==> src/rtl/mips_sc_core.sv <==
// mips_sc_core: single-cycle MIPS32 core (PC, decoder, immediate extender, ALU, write-back select).
module mips_sc_core #(
    parameter logic [31:0] RESET_PC = 32'h0000_0000
) (
    input  logic        clk,
    input  logic        rst_n,
    input  logic [31:0] instr,
    input  logic [31:0] rd1,
    input  logic [31:0] rd2,
    input  logic [31:0] mem_rd,
    output logic [31:0] pc,
    output logic [4:0]  ra1,
    output logic [4:0]  ra2,
    output logic [4:0]  wa,
    output logic        reg_write,
    output logic [31:0] wd,
    output logic        mem_write,
    output logic [31:0] mem_addr,
    output logic [31:0] mem_wd,
    output logic        zero
);
    logic [31:0] pc_q, pc_d, pc_plus4, imm_ext, alu_b, alu_y;
    logic [5:0]  opcode, funct;
    logic [3:0]  alu_op;
    logic        reg_dst, rw, ex_top, alu_src, mw, mem2reg, br_eq, br_ne, jump, taken;

    assign opcode = instr[31:26];
    assign funct  = instr[5:0];

    always_comb begin
        reg_dst = 1'b0;
        rw      = 1'b0;
        ex_top  = 1'b1;
        alu_src = 1'b0;
        alu_op  = 4'b0010;
        mw      = 1'b0;
        mem2reg = 1'b1;
        br_eq   = 1'b0;
        br_ne   = 1'b0;
        jump    = 1'b0;
        case (opcode)
            6'b000000: begin
                reg_dst = 1'b1;
                rw      = 1'b1;
                case (funct)
                    6'b100000: alu_op = 4'b0010;
                    6'b100010: alu_op = 4'b0110;
                    6'b100100: alu_op = 4'b0000;
                    6'b100101: alu_op = 4'b0001;
                    6'b100111: alu_op = 4'b1100;
                    6'b101010: alu_op = 4'b0111;
                    default:   rw     = 1'b0;
                endcase
            end
            6'b001000: begin rw = 1'b1; alu_src = 1'b1; end
            6'b001010: begin rw = 1'b1; alu_src = 1'b1; alu_op = 4'b0111; end
            6'b001100: begin rw = 1'b1; alu_src = 1'b1; alu_op = 4'b0000; ex_top = 1'b0; end
            6'b001101: begin rw = 1'b1; alu_src = 1'b1; alu_op = 4'b0001; ex_top = 1'b0; end
            6'b100011: begin rw = 1'b1; alu_src = 1'b1; mem2reg = 1'b0; end
            6'b101011: begin mw = 1'b1; alu_src = 1'b1; end
            6'b000100: begin br_eq = 1'b1; alu_op = 4'b0110; end
            6'b000101: begin br_ne = 1'b1; alu_op = 4'b0110; end
            6'b000010: jump = 1'b1;
            default:   ;
        endcase
    end

    assign imm_ext = ex_top ? {{16{instr[15]}}, instr[15:0]} : {16'h0000, instr[15:0]};
    assign alu_b   = alu_src ? imm_ext : rd2;

    always_comb begin
        case (alu_op)
            4'b0000: alu_y = rd1 & alu_b;
            4'b0001: alu_y = rd1 | alu_b;
            4'b0010: alu_y = rd1 + alu_b;
            4'b0110: alu_y = rd1 - alu_b;
            4'b0111: alu_y = {31'b0, $signed(rd1) < $signed(alu_b)};
            4'b1100: alu_y = ~(rd1 | alu_b);
            default: alu_y = 32'h0;
        endcase
    end

    assign zero     = (alu_y == 32'h0);
    assign taken    = (br_eq & zero) | (br_ne & ~zero);
    assign pc_plus4 = pc_q + 32'd4;
    assign pc_d     = jump  ? {pc_plus4[31:28], instr[25:0], 2'b00} :
                      taken ? pc_plus4 + (imm_ext << 2) : pc_plus4;

    always_ff @(posedge clk or negedge rst_n) begin
        if (!rst_n) pc_q <= RESET_PC;
        else        pc_q <= pc_d;
    end

    // Write enables are gated so a reset landing mid-cycle kills the in-flight instruction.
    assign pc        = pc_q;
    assign ra1       = instr[25:21];
    assign ra2       = instr[20:16];
    assign wa        = reg_dst ? instr[15:11] : instr[20:16];
    assign reg_write = rw & rst_n;
    assign mem_write = mw & rst_n;
    assign wd        = mem2reg ? alu_y : mem_rd;
    assign mem_addr  = alu_y;
    assign mem_wd    = rd2;
endmodule

==> config.mk <==
export PLATFORM = sky130hd
export DESIGN_NAME = mips_sc_core
export DESIGN_NICKNAME = d
export VERILOG_FILES = /design/src/rtl/mips_sc_core.sv
export SDC_FILE = /design/constraint.sdc
export NUM_CORES = 1
export LEC_CHECK = 0
export ABC_AREA = 1
export ABC_CLOCK_PERIOD_IN_PS = 10900
export CORE_MARGIN = 4
export CORE_UTILIZATION = 25
export DETAILED_ROUTE_END_ITERATION = 6
export HOLD_SLACK_MARGIN = 0.06
export PLACE_DENSITY = 0.51
export SLEW_MARGIN = 20
export SYNTH_ARGS = -nofsm -noshare
export SYNTH_HDL_FRONTEND = slang
export SYNTH_SLANG_ARGS = --single-unit
==> constraint.sdc <==
create_clock -name clk -period 10.9 [get_ports clk]
set_input_delay 1.09 -clock clk [delete_from_list [all_inputs] [get_ports clk]]
set_output_delay 1.09 -clock clk [all_outputs]
set_load 0.02 [all_outputs]
Word level (Yosys, flattened, before mapping)
Index checks and enable logic that the tools add are counted.

storage, ports and cells
  flip-flop bits (word level) = 32
  logic and storage cells = 60
  output and inout port bits = 146
  bits of input ports = 130

cells by class
  multiplexer cells = 17
  $lt $le $gt $ge = 1
  add/subtract/negate cells = 4
  reduce and logical (&&, ||, !) cells = 8
  bitwise logic cells = 9
  eq/ne operators = 20

operators by type and width
  kind                                                                   number
  32-bit one-hot mux with 6 select lines                                 1
  32-bit two-way mux                                                     5
  32-bit adder                                                           2
  6-bit equality test, second input constant                             8
  4-bit one-hot mux with 5 select lines                                  2
  32-bit by 3-bit adder with 32-bit output, second input constant        1
  32-bit bitwise AND                                                     1
  32-bit logical NOT                                                     1
  32-bit < comparator                                                    1
  32-bit NOT                                                             1
  32-bit OR                                                              1
  32-bit subtractor                                                      1
  6-bit by 4-bit equality test with 1-bit output, second input constant  4
  6-bit by 3-bit equality test with 1-bit output, second input constant  2
  6-bit OR reduction                                                     2
  4-bit by 3-bit equality test with 1-bit output, second input constant  2
  1-bit two-way mux                                                      7
  6-bit by 2-bit equality test with 1-bit output, second input constant  1
  6-bit logical NOT                                                      1
  5-bit two-way mux                                                      1
  5-bit OR reduction                                                     1
  1-bit bitwise AND                                                      4
  4-bit by 1-bit equality test with 1-bit output, second input constant  1
  4-bit by 2-bit equality test with 1-bit output, second input constant  1
  6 further kinds                                                        7

Depth between registers and ports, before layout
Gate-level depths: netlist of the first run.

  depth in word-level cells = 13
  depth in mapped cells = 34
  depth with buffers taken out = 30

Least setup slack after synthesis of the first run
Ideal clock, no wire load.

  path type = input -> output
  from = in instr[30]
  to = out zero
  setup slack = 5308 ps
  buffers on the path = 2
  required time = 9810 ps
  stages on the path = 24
  arrival time = 4502 ps
  path through = nor2_4 nand3_1 o211ai_1 clkbuf_1 clkbuf_1 nand2_1 o21ai_0 inv_1 ha_1 nor2_1 inv_1 nor2_1 nand2_1 inv_1 nand2_1 nand2_1 nand2_1 nand3_1 nand4_1 nor2_1 nand2_1 nor2_2 nand3_2 inv_1

on the way
  word-level cells in the longest chain between the ends = 8
  elaborated cells between the ends (all ways) = 30
  those cells by class = add/sub (2); order compare (1); eq/ne (13); mux (5); bitwise (3); reduce/logical (6)

ends and longest elaborated chain
  element                                                    line  text
  start: declaration                                         7     input logic [31:0] instr,
  branches (longest 6 deep; another with 32-bit subtractor)  n/a
  32-bit one-hot mux with 6 select lines (*)                 72    case (alu_op)
  net mem_addr[16]                                           18    output logic [31:0] mem_addr,
  32-bit logical NOT (*)                                     83    assign zero = (alu_y == 32'h0);
  end: declaration                                           20    output logic zero

Mark *: on every way through the listed nets, which the timed path passes.

Final worst setup path of the first run
  from = in instr[28]
  to = out zero

on the way
  word-level cells in the longest chain between the ends = 8
  elaborated cells between the ends (all ways) = 30
  those cells by class = add/sub (2); order compare (1); eq/ne (13); mux (5); bitwise (3); reduce/logical (6)

ends and longest elaborated chain
  element                                                    line
  branches (longest 6 deep; another with 32-bit subtractor)  n/a
  32-bit one-hot mux with 6 select lines (*)                 72
  32-bit logical NOT (*)                                     83

Every way passes the cells marked *.

==> results of run 1 <==
-- Yosys cell counts, drive strengths merged --
master and instances:
nand2 785, inv 448, nand3 233, nor2 192, ha 134, o21ai 107, a21oi 83, buf 64
xor2 45, clkbuf 38, dfrtp 30, nand4 29, nor3 26, xnor2 16, o21bai 9, nor4 7
a31oi 5, nand3b 5, o21a 5, o22ai 4, and3 3, fa 3, or2 3, and2 2
o211ai 2, a211oi 1, a21boi 1, a21o 1, a31o 1, a41oi 1, clkinv 1, conb 1
o2111ai 1, o221ai 1
-- cells in the final DEF, fill, tap and decap left out, drive strengths merged, types with 2 or more instances in the layout --
cell	count
a21oi	83
a31oi	5
and2	2
and3	3
buf	9
clkbuf	6
clkdlybuf4s50	273
conb	2
dfrtp	30
fa	3
ha	134
inv	448
nand2	785
nand3	233
nand3b	5
nand4	29
nor2	192
nor3	26
nor4	7
o211ai	2
o21a	5
o21ai	107
o21bai	9
o22ai	4
or2	3
xnor2	16
xor2	45
-- worst max-delay path by stage --
stage	cells after the start	from	endpoint	slack, ps
2_1_floorplan	24	instr[30]	zero	5310
3_3_place_gp	25	instr[28]	zero	3050
3_5_place_dp	25	instr[28]	zero	3030
4_1_cts	25	instr[28]	zero	3030
5_1_grt	25	instr[28]	zero	2690
6_report	25	instr[28]	zero	3090
-- area by class of cell --
| class | instances | area share (%) |
|---|---|---|
| diodes | 1 | 0.0167 |
| clock buffers | 6 | 0.860 |
| clock inverters | 2 | 0.250 |
| inverters | 449 | 11.3 |
| multi-input cells | 1707 | 58.8 |
| flip-flops and latches | 30 | 5.01 |
| well taps | 607 | 5.07 |
| repair buffers | 282 | 18.7 |
-- metrics by stage --
step	power [mW]	hold WS, ps
6_report	2.11	692
5_1_grt	2.30	740
4_1_cts	2.11	697
3_5_place_dp	1.93	671
3_3_place_gp	1.93	690
2_1_floorplan	1.29	721
-- worst register-to-register path: stages, from the launching register on --
cell and delay [ps]:
dfrtp_1 440, ha_1 230, nand3_1 120, nor3_1 490
nand2_1 210, nor2_1 180, nand2_1 120, nor3_1 360
nand2_1 90, inv_1 140, nand3_1 120, nor3_1 200
nand4_1 130, or2_2 300, nand2_1 110, inv_1 60
ha_1 370, nand2_1 90, nor2_1 150, nand2_1 120
nor4_1 180, nand2_1 80, o211ai_1 190, a31oi_1 160
xor2_1 170, nand2_1 80, o21ai_1 90
-- cells by family after synthesis --
group / Yosys count / share of synthesized area, %
buffers and inverters: 551 / 19.4
XOR/XNOR: 61 / 4.50
flip-flops: 30 / 6.33
AO/OA/AOI/OAI: 222 / 9.99
adder cells (fa/ha/maj): 137 / 14.6
other: 1 / 0.0316
AND/OR/NAND/NOR: 1285 / 45.1
-- layer usage --
layer | vias to the layer above | GRT usage (%) | routed length [um]
met5 | - | 0 | 46
met4 | 6 | 3.26 | 979
met3 | 63 | 2.59 | 3520
met2 | 484 | 34.2 | 25100
met1 | 6646 | 28.0 | 24600
li1 | 7402 | - | -
-- power by group through the flow --
stage,Combinational [mW],Sequential [mW],Clock [mW]
2_1_floorplan,1.01,0.281,0
3_3_place_gp,1.68,0.253,0
3_5_place_dp,1.68,0.249,0
4_1_cts,1.69,0.250,0.168
5_1_grt,1.87,0.258,0.171
6_report,1.69,0.250,0.165
==> impl_metrics.json, run 1 <==
{
  "gr-usage-all-layers_pct": 20.2,
  "yosysSeqAreaShare_pct": 6.33,
  "portBuffers": 273,
  "num_rows": 79,
  "worstSetupPathType": "primary input to primary output",
  "cp_slowest_cell": "clkdlybuf4s50_1",
  "cts_tree": "yes",
  "p_leak_nw": 8.21,
  "multiInputGateArea_mm2": 0.00882,
  "fillCellCount": 5374,
  "grt_pass1_wl_mm": 80.6,
  "hpwlAfterDp_mm": 46.2,
  "min_to": "pc[30]",
  "crit_path_max_incr_delay_ps": 630,
  "cts_root_buf": "clkbuf_16",
  "gp_congestion": 0.982,
  "maxSlewHeadroom_pct": 47.5,
  "setup_slack_ps": 3090,
  "drive_above_1_share_pct": 1.74,
  "core_mm2": 0.0468,
  "htreeDepth": 2,
  "drt-initial-drc-count": 1104,
  "place_ws_ps": 3030,
  "design_area_mm2": 0.0150,
  "final_core_util_pct": 32.1,
  "fmax_ghz": 0.128,
  "r2r_end": "pc[29]",
  "antenna_left": 0,
  "synthTopCellsByArea": "nand2_1 25%, ha_1 14%, inv_1 14%, nand3_1 9.7%, dfrtp_1 6.3%",
  "period_needed_ps": 7810,
  "drv_cap": 0,
  "synth_area_leader_cell": "nand2_1",
  "ios": 276,
  "syn_avg_cell_area_um2": 5.19,
  "p_int_mw": 0.921,
  "clk_path_buf_depth": 2,
  "fin_crit_sh_pct": 71.6,
  "yosysUniqueCellTypes": 47,
  "switchingPower_mw": 1.19,
  "detail_route.first_pass.iterations": 5,
  "drv_slew": 0,
  "die_width_um": 226,
  "post_drt_via_cell_ratio": 4.73,
  "tns_ps": 0,
  "final-seq-area_um2": 751,
  "clock-sinks": 30,
  "critPathLaunchType": "primary input",
  "syn_area_mm2": 0.0119,
  "cts_buffers": 5,
  "combPwrFrac_pct": 80.3,
  "netlist_instances": 2287,
  "floorplan.initialDensity_pct": 25.4,
  "min_from": "pc[30]",
  "drc": 0,
  "status": "finished, final reports clean",
  "critPathTopFamily": "simple AND/OR/NAND/NOR gates",
  "grt_pass1_vias": 13949,
  "hold-path-cell-count": 2,
  "vdd_drop_max_mv": 0.102,
  "grt_start_max_net_pins": 50,
  "clk_latency_ps": 280,
  "sw_frac_of_total_pct": 56.3,
  "path_common_cell": "nand2_1",
  "clkPwrFrac_pct": 7.8,
  "routedWlPerCell_um": 17.6,
  "grt_setup_unrepaired": "false",
  "cp.buffers_inverters": 6,
  "syn2layout_area_growth_pct": 26.4,
  "synth_top_area_share_pct": 24.6,
  "path_max_fanout": 49,
  "worst_slew_pin_slew_ps": 779,
  "antenna_found_initial": 5,
  "worstPathRequired_ps": 9810,
  "dieArea_mm2": 0.0510,
  "place_area_mm2": 0.0148,
  "finClkSkew_ps": 8.77,
  "setup_viol": 0,
  "synth-seq-cells": 30,
  "post-place-cells": 3075,
  "ys.warnings.count": 0,
  "largest_reg_flops": 30,
  "powerDensity_mw_per_mm2": 141,
  "wl_mm": 54.3,
  "seqPwrFrac_pct": 11.9,
  "fp.dieH_um": 226,
  "cts_hold_buf": 0,
  "end_kind": "primary output",
  "post-cts-setup-buffers": 0,
  "vias": 14601,
  "fin_cells": 3084,
  "hold_viol_final": 0,
  "crit_arrival_ps": 6720,
  "r2r_cells": 26,
  "worstHoldPathType": "flop to flop",
  "cts_resized": 0,
  "regToRegStartpoint": "pc[2]",
  "overflow": 0,
  "cts.clk_slew.worst_paths_ps": 60,
  "fin_nets": 2742,
  "regToRegSetupSlack_ps": 5800
}
Power figures use the tool's default switching activity.
==> inputs of run 2 (changes only) <==
- ABC_CLOCK_PERIOD_IN_PS: 10900 -> 6300
- PLACE_DENSITY: 0.51 -> 0.52
- clock period: 10.9 -> 6.3 ns (I/O delays scaled with it)
==> run 2 against run 1 <==
  * Die area is the same
  * Count of clock-buffer cells in the layout did not move
  * Sequential share of layout area is 0.17 points lower
  * Sequential cell count is the same
  * Critical path type unchanged
==> impl_metrics.json, run 2 (same netlist as run 1, synthesis figures left out) <==
{
  "status": "finished, final reports clean",
  "drive_above_1_share_pct": 5.15,
  "min_from": "pc[2]",
  "htreeDepth": 2,
  "regToRegSetupSlack_ps": 1230,
  "core_mm2": 0.0468,
  "cts_root_buf": "clkbuf_16",
  "post_drt_via_cell_ratio": 4.73,
  "crit_path_start": "instr[28]",
  "top_usage_layer": "met2",
  "drc": 0,
  "mostFrequentLayoutCells": "776 x nand2_1, 441 x inv_1, 272 x clkdlybuf4s50_1",
  "antenna_found_initial": 4,
  "overflow": 0,
  "cts.clk_slew.worst_paths_ps": 60,
  "powerDensity_mw_per_mm2": 240,
  "r2r_end": "pc[29]",
  "design_area_mm2": 0.0155,
  "num_rows": 79,
  "routedWlPerCell_um": 17.5,
  "largest_reg_flops": 30,
  "maxSlewHeadroom_pct": 48.3,
  "place_area_mm2": 0.0152,
  "drv_slew": 0,
  "detail_route.first_pass.iterations": 6,
  "end_kind": "primary output",
  "r2r_cells": 26,
  "worstHoldPathType": "flop to flop",
  "hpwlAfterDp_mm": 47.0,
  "worstPathRequired_ps": 5670,
  "vdd_drop_max_mv": 0.256,
  "fin_crit_sh_pct": 90.6,
  "clk_latency_ps": 280,
  "use_met3_pct": 2.04,
  "finClkSkew_ps": 5.91,
  "vias": 14824,
  "period_needed_ps": 5710,
  "p_leak_nw": 8.46,
  "portBuffers": 273,
  "drv_cap": 0,
  "ios": 276,
  "fp.dieH_um": 226,
  "critPathLaunchType": "primary input",
  "die_width_um": 226,
  "dieArea_mm2": 0.0510,
  "syn2layout_area_growth_pct": 30.7,
  "cts_tree": "yes",
  "path_max_fanout": 30,
  "fin_nets": 2789,
  "gr-usage-met2_pct": 35.5,
  "fin_cells": 3131,
  "cts_buffers": 5,
  "worstSetupPathType": "primary input to primary output",
  "grt_use_met1_pct": 28.2,
  "clock-sinks": 30,
  "drt-initial-drc-count": 1178,
  "crit_arrival_ps": 5080,
  "gr-usage-all-layers_pct": 20.5,
  "gp_congestion": 0.981,
  "worstSetupEndpoint": "zero",
  "layout_commonest_cell": "nand2_1",
  "post-place-cells": 3121,
  "clk_path_buf_depth": 2,
  "worst_slew_pin_slew_ps": 773,
  "hold_viol_final": 0,
  "floorplan.initialDensity_pct": 25.4,
  "grt_start_max_net_pins": 32,
  "antenna_left": 0,
  "grt_pass1_wl_mm": 82.7,
  "wl_mm": 54.6,
  "setup_viol": 0,
  "grt_pass1_vias": 14288,
  "hold-path-cell-count": 3,
  "fmax_ghz": 0.175,
  "grt_setup_unrepaired": "false",
  "cts_hold_buf": 0,
  "regToRegStartpoint": "pc[2]"
}
[run 2: cell count changes in the layout (fill, tap and decap cells not counted), moves of 2 or more]
| cell | before | now |
|---|---|---|
| buf_4 | 9 | 54 |
| nor2_1 | 184 | 168 |
| ha_1 | 134 | 120 |
| nor2_2 | 5 | 19 |
| ha_2 | 0 | 10 |
| ha_4 | 0 | 4 |
| nand3_1 | 231 | 228 |
| nand3_2 | 1 | 4 |
| nand2_1 | 778 | 776 |
| nand2_2 | 7 | 9 |
| nor2_4 | 3 | 5 |
| o21ai_0 | 91 | 89 |
[run 2: metal layers]
layer  part of all wire [%]  vias up
met1                     45     6811
met4                    1.5        6
li1                       -     7483
met3                    5.7       50
met5                  0.073        -
met2                     47      474
[run 2: area by class of cell]
class	count	area [um2]
Antenna cell	1	2.50
Clock inverter	2	12.5
Clock buffer	6	139
Multi-Input combinational cell	1707	8970
Fill cell	5367	31300
Inverter	449	1690
Sequential cell	30	751
Tap cell	607	759
Timing Repair Buffer	329	3170
[run 2: worst min path at each step]
stage                     endpoint  slack, ps
final                        pc[2]        720
after global routing        pc[30]        770
after CTS                    pc[2]        730
after detailed placement    pc[30]        710
after global placement       pc[2]        680
after floorplan             pc[10]        330
[run 2: worst max-delay path, cell delays in order]
cell and delay, ps:
clkdlybuf4s50_1 610, nand2_1 100, inv_1 90, nand3_1 100, o211ai_1 170, buf_12 220
buf_6 200, o21ai_0 170, ha_1 380, buf_4 190, nor2_1 170, nand2_1 160
nor3_2 240, nand3_1 220, nand3_1 130, nand2_1 50, nand3_1 80, nand3_2 180
nor2_1 150, nand2_1 110, nor2_2 250, nand3_2 150, inv_1 80, dlymetal6s2s_1 220
[run 2: where the power goes]
group          internal (mW)  leakage (nW)  switching, mW  total [mW]
logic                   1.19          8.04           1.84        3.04
clock network          0.157        0.0729         0.0980       0.254
registers              0.281         0.343          0.146       0.427
total                   1.63          8.46           2.09        3.72
[run 2: metrics by stage]
stage          setup TNS [ps]  hold slack, ps  utilization [%]  setup slack (ps)  power, mW
6_report                    0             720             33.2               591       3.72
5_1_grt                     0             772             33.1               264       4.06
4_1_cts                     0             729             32.8              16.1       3.69
3_5_place_dp             -179             709             32.5              -179       3.41
3_3_place_gp             -138             680             32.5              -138       3.41
2_1_floorplan               0             334                -              1630       2.24
[run 2: repair_timing]
action                                  in CTS  in global routing
pin swaps                                    0                  2
resized for setup                            3                 46
setup buffers                                0                  1
endpoints found under the setup margin       1                  1
hold endpoints to repair                     0                  0
==> inputs of run 3 (changes only) <==
==> constraint.sdc (replaced) <==
create_clock -name clk -period 6.3 [get_ports clk]
set_input_delay 1.26 -clock clk [delete_from_list [all_inputs] [get_ports clk]]
set_output_delay 1.26 -clock clk [all_outputs]
set_load 0.02 [all_outputs]
==> run 3 against run 2 <==
  * Register-to-register slack better by 120 ps
  * Global-route usage is 1.1 points higher
  * Core utilization is 7.0 points higher
  * Combinational power is 12% higher
  * The run now ends with design-rule violations left
  * Maximum frequency is 6.1% lower
  * Wire length is 6.3% higher
  * Design area is 21% higher
  * Sequential cell count stayed put
  * Clock skew is 3.8 ps lower
==> impl_metrics.json, run 3 (same netlist as run 1, synthesis figures left out) <==
{
  "status": "complete, but fails checks",
  "violations": "design-rule violations",
  "powerDensity_mw_per_mm2": 217,
  "hold_viol_final": 0,
  "grt_pass1_vias": 15364,
  "min_to": "pc[30]",
  "drv_slew": 0,
  "die_width_um": 226,
  "fmax_ghz": 0.164,
  "clk_path_buf_depth": 2,
  "detail_route.first_pass.iterations": 7,
  "fin_cells": 3445,
  "drv_cap": 0,
  "post-place-cells": 3409,
  "syn2layout_area_growth_pct": 58.1,
  "antenna_left": 0,
  "layout_commonest_cell": "nand2_1",
  "p_leak_nw": 10.3,
  "gr-usage-all-layers_pct": 21.6,
  "cp_slowest_cell": "ha_4",
  "drive_above_1_share_pct": 21.6,
  "cts_tree": "yes",
  "cts_buffers": 5,
  "antenna_found_initial": 2,
  "fp.dieH_um": 226,
  "clock-sinks": 30,
  "finClkSkew_ps": 2.14,
  "overflow": 0,
  "crit_path_max_incr_delay_ps": 340,
  "routedWlPerCell_um": 16.9,
  "end_kind": "primary output",
  "regToRegStartpoint": "pc[2]",
  "vias": 16032,
  "cts_root_buf": "clkbuf_16",
  "grt_pass1_wl_mm": 87.1,
  "wl_mm": 58.1,
  "r2r_cells": 26,
  "cts_hold_buf": 0,
  "worstSetupPathType": "primary input to primary output",
  "period_needed_ps": 6080,
  "drt-initial-drc-count": 1181,
  "critPathLaunchType": "primary input",
  "mostFrequentLayoutCells": "737 x nand2_1, 430 x inv_1, 353 x buf_4",
  "worstPathRequired_ps": 5040,
  "vdd_drop_max_mv": 0.207,
  "fin_nets": 3103,
  "dieArea_mm2": 0.0510,
  "path_max_fanout": 7,
  "post_drt_via_cell_ratio": 4.65,
  "crit_arrival_ps": 4820,
  "fillCellCount": 5077,
  "fin_crit_sh_pct": 96.5,
  "hold-path-cell-count": 2,
  "min_from": "pc[30]",
  "worst_slew_pin_slew_ps": 668,
  "core_mm2": 0.0468,
  "setup_viol": 0,
  "largest_reg_flops": 30,
  "cts.clk_slew.worst_paths_ps": 60,
  "floorplan.initialDensity_pct": 25.4,
  "num_rows": 79,
  "final_core_util_pct": 40.1,
  "htreeDepth": 2,
  "regToRegSetupSlack_ps": 1350,
  "maxSlewHeadroom_pct": 55.1,
  "clk_latency_ps": 290,
  "r2r_end": "pc[29]",
  "portBuffers": 273,
  "gp_congestion": 0.957,
  "drc": 2,
  "ios": 276,
  "grt_start_max_net_pins": 32,
  "path_common_cell": "nand2_1",
  "worstHoldPathType": "flop to flop",
  "hpwlAfterDp_mm": 49.4
}
run 3: power breakdown:
group	switching [mW]	internal (mW)
clock network	0.102	0.157
logic	1.96	1.43
registers	0.147	0.281
total	2.21	1.86
run 3: repair_timing:
item	in CTS	in global routing
pin swaps	17	40
endpoints found under the hold margin	0	0
gates cloned	2	0
resized for setup	210	164
endpoints found under the setup margin	60	61
buffers inserted	11	14
run 3: how the worst max path moves through the flow:
stage,start,end,slack [ps],depth (start not counted)
after global routing,instr[28],zero,-20,25
after detailed placement,instr[31],zero,-1250,28
after floorplan,instr[30],zero,370,24
after CTS,instr[28],zero,-240,30
after global placement,instr[31],zero,-1200,28
final,instr[31],zero,220,30
run 3: cell type report:
| class | instances | area, um2 | area share [%] |
|---|---|---|---|
| Multi-Input combinational cell | 1707 | 9760 | 52.1 |
| Timing Repair Buffer | 643 | 5630 | 30.1 |
| Inverter | 449 | 1690 | 9.02 |
| Tap cell | 607 | 759 | 4.05 |
| Sequential cell | 30 | 751 | 4.00 |
| Clock buffer | 6 | 139 | 0.741 |
| Clock inverter | 2 | 12.5 | 0.0667 |
| Antenna cell | 1 | 2.50 | 0.0133 |
run 3: per-stage QoR:
stage	setup WS, ps	power [mW]	setup TNS [ps]	hold slack, ps	cell area (um2)
after global routing	-21.5	4.43	-21.5	729	18700
after detailed placement	-1250	3.66	-33100	677	17400
after CTS	-241	3.96	-241	713	18100
after global placement	-1200	3.65	-29980	678	17400
final	220	4.07	0	709	18700
after floorplan	368	2.24	0	721	11900
run 3: metal layers:
layer	global-route usage, %	part of all wire [%]	vias up
met5	0	0.019	-
met4	3.36	1.6	2
met3	2.35	5.7	57
met2	37.7	48	511
met1	29.3	45	7337
li1	-	-	8125
run 3: worst max-delay path: cells and delay by family:
family	cells	cell delay, ps
AOI/OAI and AO/OA	2	310
and+or+nand+nor	16	1600
adders and majority gates	1	340
buffers and inverters	11	1270
